==> src/rtl/mem_ctrl_pkg.sv <==
// Shared encodings for the byte-serial memory controller.
// Latency: n/a (types and constants only).
// Backpressure: n/a.
`ifndef addrWidth
`define addrWidth 32
`endif
`ifndef dataWidth
`define dataWidth 32
`endif

package mem_ctrl_pkg;

    localparam logic [1:0] RW_NONE  = 2'b00;
    localparam logic [1:0] RW_READ  = 2'b01;
    localparam logic [1:0] RW_WRITE = 2'b10;

    localparam logic [1:0] LEN_B = 2'b00;
    localparam logic [1:0] LEN_H = 2'b01;
    localparam logic [1:0] LEN_W = 2'b11;

    typedef enum logic [1:0] {
        IDLE  = 2'd0,
        READ  = 2'd1,
        WRITE = 2'd2
    } state_t;

    typedef enum logic {
        PORT_DATA = 1'b0,
        PORT_IF   = 1'b1
    } port_t;

    function automatic logic [2:0] len_to_n(input logic [1:0] l);
        return {1'b0, l} + 3'd1;
    endfunction

endpackage

==> src/rtl/mem_ctrl.sv <==
// Serialises data loads/stores and instruction fetches onto one byte-wide synchronous RAM.
// Latency: read n+1 edges, write n edges from acceptance; one idle cycle between transactions.
// Backpressure: one pending slot per port; mem_busy covers the data port, extra requests are dropped.
module mem_ctrl
    import mem_ctrl_pkg::*;
#(
    parameter int RAM_AW   = 17,
    parameter int IF_BYTES = 4
) (
    input  logic                   clk,
    input  logic                   rst,
    input  logic [1:0]             rw_flag,
    input  logic [`addrWidth-1:0]  addr,
    input  logic [`dataWidth-1:0]  write_data,
    input  logic [1:0]             len,
    output logic [`dataWidth-1:0]  read_data,
    output logic                   mem_busy,
    output logic                   mem_done,
    input  logic                   if_req,
    input  logic [`addrWidth-1:0]  if_addr,
    output logic [`dataWidth-1:0]  if_data,
    output logic                   if_done,
    output logic [RAM_AW-1:0]      ram_a,
    output logic                   ram_wr,
    output logic [7:0]             ram_dout,
    input  logic [7:0]             ram_din
);

    localparam logic [RAM_AW-1:0] A_ONE = RAM_AW'(1);

    state_t state, state_nxt;
    port_t  port;

    logic                  d_vld, d_wr;
    logic [RAM_AW-1:0]     d_addr;
    logic [1:0]            d_len;
    logic [`dataWidth-1:0] d_wdata;
    logic                  f_vld;
    logic [RAM_AW-1:0]     f_addr;

    logic [2:0]            step, cur_n;
    logic [`dataWidth-1:0] cur_wdata, rd_buf, rd_merge;

    logic                  d_new, f_new, start_d, start_f, fin;
    logic                  d_sel_wr;
    logic [RAM_AW-1:0]     d_sel_addr, f_sel_addr;
    logic [1:0]            d_sel_len;
    logic [`dataWidth-1:0] d_sel_wdata;
    logic [1:0]            cap_idx, wr_idx;

    logic unused_addr_bits;
    assign unused_addr_bits = &{1'b0, addr[`addrWidth-1:RAM_AW], if_addr[`addrWidth-1:RAM_AW]};

    // A request on a port already queued or in service is dropped.
    assign d_new = (rw_flag == RW_READ || rw_flag == RW_WRITE) && !d_vld
                   && !(state != IDLE && port == PORT_DATA);
    assign f_new = if_req && !f_vld && !(state != IDLE && port == PORT_IF);

    assign d_sel_wr    = d_vld ? d_wr    : (rw_flag == RW_WRITE);
    assign d_sel_addr  = d_vld ? d_addr  : addr[RAM_AW-1:0];
    assign d_sel_len   = d_vld ? d_len   : len;
    assign d_sel_wdata = d_vld ? d_wdata : write_data;
    assign f_sel_addr  = f_vld ? f_addr  : if_addr[RAM_AW-1:0];

    assign cap_idx  = 2'(step - 3'd1);
    assign wr_idx   = 2'(step + 3'd1);
    assign mem_busy = d_vld || (state != IDLE && port == PORT_DATA);

    always_comb begin
        state_nxt = state;
        start_d   = 1'b0;
        start_f   = 1'b0;
        fin       = 1'b0;
        case (state)
            IDLE: begin
                if (d_vld || d_new) begin
                    start_d   = 1'b1;
                    state_nxt = d_sel_wr ? WRITE : READ;
                end else if (f_vld || f_new) begin
                    start_f   = 1'b1;
                    state_nxt = READ;
                end
            end
            READ: begin
                if (step == cur_n) begin
                    fin       = 1'b1;
                    state_nxt = IDLE;
                end
            end
            WRITE: begin
                if (step + 3'd1 == cur_n) begin
                    fin       = 1'b1;
                    state_nxt = IDLE;
                end
            end
            default: state_nxt = IDLE;
        endcase
    end

    // Byte captured at this edge was addressed two edges earlier.
    always_comb begin
        rd_merge = rd_buf;
        if (step != 3'd0)
            rd_merge[{cap_idx, 3'b000} +: 8] = ram_din;
    end

    always_ff @(posedge clk or negedge rst) begin
        if (!rst) begin
            state     <= IDLE;
            port      <= PORT_DATA;
            d_vld     <= 1'b0;
            d_wr      <= 1'b0;
            d_addr    <= '0;
            d_len     <= '0;
            d_wdata   <= '0;
            f_vld     <= 1'b0;
            f_addr    <= '0;
            step      <= '0;
            cur_n     <= '0;
            cur_wdata <= '0;
            rd_buf    <= '0;
            read_data <= '0;
            if_data   <= '0;
            mem_done  <= 1'b0;
            if_done   <= 1'b0;
            ram_a     <= '0;
            ram_wr    <= 1'b0;
            ram_dout  <= '0;
        end else begin
            state    <= state_nxt;
            mem_done <= 1'b0;
            if_done  <= 1'b0;

            if (d_new) begin
                d_vld   <= 1'b1;
                d_wr    <= (rw_flag == RW_WRITE);
                d_addr  <= addr[RAM_AW-1:0];
                d_len   <= len;
                d_wdata <= write_data;
            end
            if (f_new) begin
                f_vld  <= 1'b1;
                f_addr <= if_addr[RAM_AW-1:0];
            end
            if (start_d) d_vld <= 1'b0;
            if (start_f) f_vld <= 1'b0;

            if (start_d || start_f) begin
                port      <= start_d ? PORT_DATA : PORT_IF;
                ram_a     <= start_d ? d_sel_addr : f_sel_addr;
                step      <= '0;
                rd_buf    <= '0;
                cur_n     <= start_d ? len_to_n(d_sel_len) : 3'(IF_BYTES);
                cur_wdata <= d_sel_wdata;
                if (start_d && d_sel_wr) begin
                    ram_wr   <= 1'b1;
                    ram_dout <= d_sel_wdata[7:0];
                end
            end else if (state == READ) begin
                rd_buf <= rd_merge;
                step   <= step + 3'd1;
                if (step + 3'd1 < cur_n)
                    ram_a <= ram_a + A_ONE;
                if (fin) begin
                    if (port == PORT_DATA) begin
                        mem_done  <= 1'b1;
                        read_data <= rd_merge;
                    end else begin
                        if_done <= 1'b1;
                        if_data <= rd_merge;
                    end
                end
            end else if (state == WRITE) begin
                if (fin) begin
                    ram_wr   <= 1'b0;
                    mem_done <= 1'b1;
                end else begin
                    ram_a    <= ram_a + A_ONE;
                    ram_dout <= cur_wdata[{wr_idx, 3'b000} +: 8];
                    step     <= step + 3'd1;
                end
            end
        end
    end

endmodule

==> config.mk <==
export PLATFORM = sky130hd
export DESIGN_NAME = mem_ctrl
export DESIGN_NICKNAME = d
export VERILOG_FILES = /design/src/rtl/mem_ctrl_pkg.sv /design/src/rtl/mem_ctrl.sv
export SDC_FILE = /design/constraint.sdc
export NUM_CORES = 1
export LEC_CHECK = 0
export CORE_UTILIZATION = 50
export CTS_BUF_LIST = sky130_fd_sc_hd__clkbuf_4
export CTS_CLUSTER_SIZE = 40
export DETAILED_ROUTE_END_ITERATION = 8
export PLACE_DENSITY = 0.77
export SLEW_MARGIN = 20
export SYNTH_ARGS = -nofsm -noshare
export SYNTH_HDL_FRONTEND = slang
export SYNTH_SLANG_ARGS = --single-unit
==> constraint.sdc <==
create_clock -name clk -period 3.2 [get_ports clk]
set_input_delay 0.48 -clock clk [delete_from_list [all_inputs] [get_ports clk]]
set_output_delay 0.48 -clock clk [all_outputs]
set_load 0.005 [all_outputs]
==> results.cfg <==
[synth]
synth_edf_count = 0
synth_nets = 1116
synth_area_mm2 = 0.01090
async_reset_ff_share_pct = 100.0
synth.distinct_cells = 60
yosys.area.top_type = dfrtp_1
synth_area_leaders = dfrtp_1, mux2_2, mux2i_1, o21ai_0, a22oi_1
seq_area_frac_synth_pct = 54.20
syn_area_per_cell_um2 = 11.01
yosysTopAreaCellShare_pct = 54.20
syn_inst = 990
ys.flop_type = dfrtp_1
ys_ff_latch = 236
yosys_warnings = 0

[sta]
finalClockSkew_ps = 39.14
maxSlewViolCount = 0
setup_viol = 0
rsz0062_at_grt = false
worst_pin_slew_ps = 913.4
setup_tns_ps = 0
max_slew_margin_pct = 38.64
layout_min_cycle_time_ps = 2809
fin_ws_ps = 391.2
fmax_ghz = 0.3560
hold_viol = 0
min_period_over_period_pct = 87.77

[critical_path]
crit_type = reg -> out
max_stage_delay_ps = 580
cp-startpoint = state[0]
slowest_stage = clkdlybuf4s50_1
cp_max_fo = 10
crit_end = mem_busy
worstPathRequired_ps = 2720
arrival_ps = 2330
path_cells = inv_1, ha_1, o21bai_1, clkdlybuf4s50_1
worstReg2RegEnd = ram_a[5]
cp-start-kind = register
worstSetupEndpointType = output pin
reg2reg_slack_ps = 450
reg2regPathDepth = 10
timing.rr.start = step[0]

[die]
die_h_um = 149.6
io_pins = 204
start_util_pct = 51.35
dieWidth_um = 149.6
design.core.area_mm2 = 0.02122
rows = 53
dieArea_mm2 = 0.02239

[route]
first_pass_iters = 7
drtIter0Drc = 758
vias = 8535
route.detailed.vias_per_inst = 5.667
drc = 0
antenna_left = 0
wl_mm = 26.08
wl_per_cell_um = 17.32

[grt]
grt_pass1_vias = 8437
grt_use_total_pct = 23.96
grt_pass1_wl_mm = 42.10
grt_remaining_overflow = 0
antenna_found_initial = 1
grt_max_degree = 87

[layout]
final_cells = 1506
nets = 1314
layout-drive-gt1-share_pct = 18.54
fin_area_mm2 = 0.01377
syn2layout_area_growth_pct = 26.40

[pwr]
p_sw_share_pct = 36.51
seq_power_share_pct = 37.7
comb_power_share_pct = 39.9
p_switching_w = 0.004388
p_per_area_mw_per_mm2 = 872.6
p_int_w = 0.007631
finalPower_w = 0.01202
ir_drop_uv = 492.9
p_leak_nw = 5.800
clkPwrFrac_pct = 22.4

[clocking]
clk_latency_ps = 660
cts_made_buffers = 66
clockRootBuffer = clkbuf_4
cts_setup_buffers = 0
cts_max_path_buffers = 3
clock_sinks = 236
htreeDepth = 3
clk_pin_slew_ps = 60
cts_tree = done
ctsHoldBuffers = 1
cts_resized = 0

[placed_design]
dp.cells = 1394
place.port_buffers = 173
dp.final_hpwl_mm = 17.74
gp_congestion = 0.8079
pre_cts_ws_ps = 389.9
placed_area_mm2 = 0.01295

[run_status]
status = complete, no violations

[run]
cap_viol_max_count = 0

[min_path]
hold_class = in -> async
==> logic make-up after synthesis <==
| kind of cell | share of synthesized area, % |
|---|---|
| AO/OA/AOI/OAI | 16.35 |
| flip-flops | 54.20 |
| AND/OR/NAND/NOR | 9.025 |
| multiplexers | 14.64 |
| buffers and inverters | 3.663 |
| adder cells (fa/ha/maj) | 1.722 |
| XOR/XNOR | 0.4020 |
==> synthesized netlist by cell type (10+ instances only) <==
library cell and instances:
a21oi_1 20, a22oi_1 56, a31oi_1 12, buf_2 28, clkbuf_1 27, dfrtp_1 236, ha_1 15, inv_1 15
mux2_2 71, mux2i_1 60, nand2_1 112, nand3_1 10, nor2_1 67, o21ai_0 110, o21ai_1 11, o22ai_1 14
o31ai_1 12
==> registers in the layout (all words and copies together) (netlist names) <==
| name | cells |
|---|---|
| cur_n | 3 |
| cur_wdata | 32 |
| d_addr | 17 |
| d_len | 2 |
| d_vld | 1 |
| d_wdata | 32 |
| d_wr | 1 |
| f_addr | 17 |
| f_vld | 1 |
| if_data | 32 |
| if_done | 1 |
| mem_done | 1 |
| port | 1 |
| ram_a | 17 |
| ram_dout | 8 |
| ram_wr | 1 |
| rd_buf | 32 |
| read_data | 32 |
| state | 2 |
| step | 3 |
==> cell usage in the layout, fill, tap and decap left out, types with 7 or more instances in the layout <==
cell type	netlist	routed
mux2_2	71	71
o22ai_1	14	14
o21ai_1	11	11
nor2_1	67	66
clkbuf_4	0	98
a2bb2oi_1	9	9
o21ai_0	110	110
o21a_1	8	8
nor3_1	7	7
mux4_2	8	8
nand2_1	112	112
clkdlybuf4s50_1	0	172
dfrtp_1	236	235
inv_1	15	15
a22oi_1	56	56
a32oi_1	9	9
a31oi_1	12	12
a21oi_1	20	19
mux2i_1	60	60
clkinv_1	0	7
nand3_1	10	10
buf_4	2	21
o31ai_1	12	12
ha_1	15	15
==> worst min-delay path by stage <==
stage / slack [ps] / end
after floorplan: 180 / cur_n[0]
after global placement: 460 / cur_wdata[27]
after detailed placement: 470 / cur_wdata[29]
after CTS: 400 / read_data[10]
after global routing: 410 / read_data[10]
final: 410 / read_data[9]
==> routing by layer <==
layer  global-route usage (%)  wire [um]  vias up  share of wire, %
met3                    4.726       1562       46               6.0
li1                         -          -     4004                 -
met4                    10.10        546        0               2.1
met2                    37.71      12490      285                48
met5                        0          0        -                 0
met1                    32.33      11480     4200                44
==> through the flow <==
stage	hold slack (ps)	util, %
floorplan	184.4	-
global placement	456.0	61.03
detailed placement	466.8	61.03
CTS	399.6	64.89
global route	414.7	64.91
finish	412.5	64.91
==> power groups by stage <==
stage | clock network (W) | registers, W | logic [W]
2_1_floorplan | 0 | 0.00436 | 0.00347
3_3_place_gp | 0 | 0.00452 | 0.00464
3_5_place_dp | 0 | 0.00457 | 0.00478
4_1_cts | 0.00277 | 0.00452 | 0.00480
5_1_grt | 0.00292 | 0.00464 | 0.00524
6_report | 0.00270 | 0.00453 | 0.00479
==> worst max-delay path: cells and delay by family (launching register included) <==
family          cells  cell delay [ps]
compound gates      1              340
fa+ha+maj           1              330
buf+inv             2              650
flops               1              370
==> layout make-up <==
type	count	area, um^2
well taps	275	344.1
clock buffers	98	735.7
repair buffers	200	2004
flip-flops and latches	236	5907
inverters	17	63.81
diodes	1	2.502
clock inverters	12	75.07
fillers	1712	7447
multi-input cells	667	4641
(Power assumes the default switching activity.)
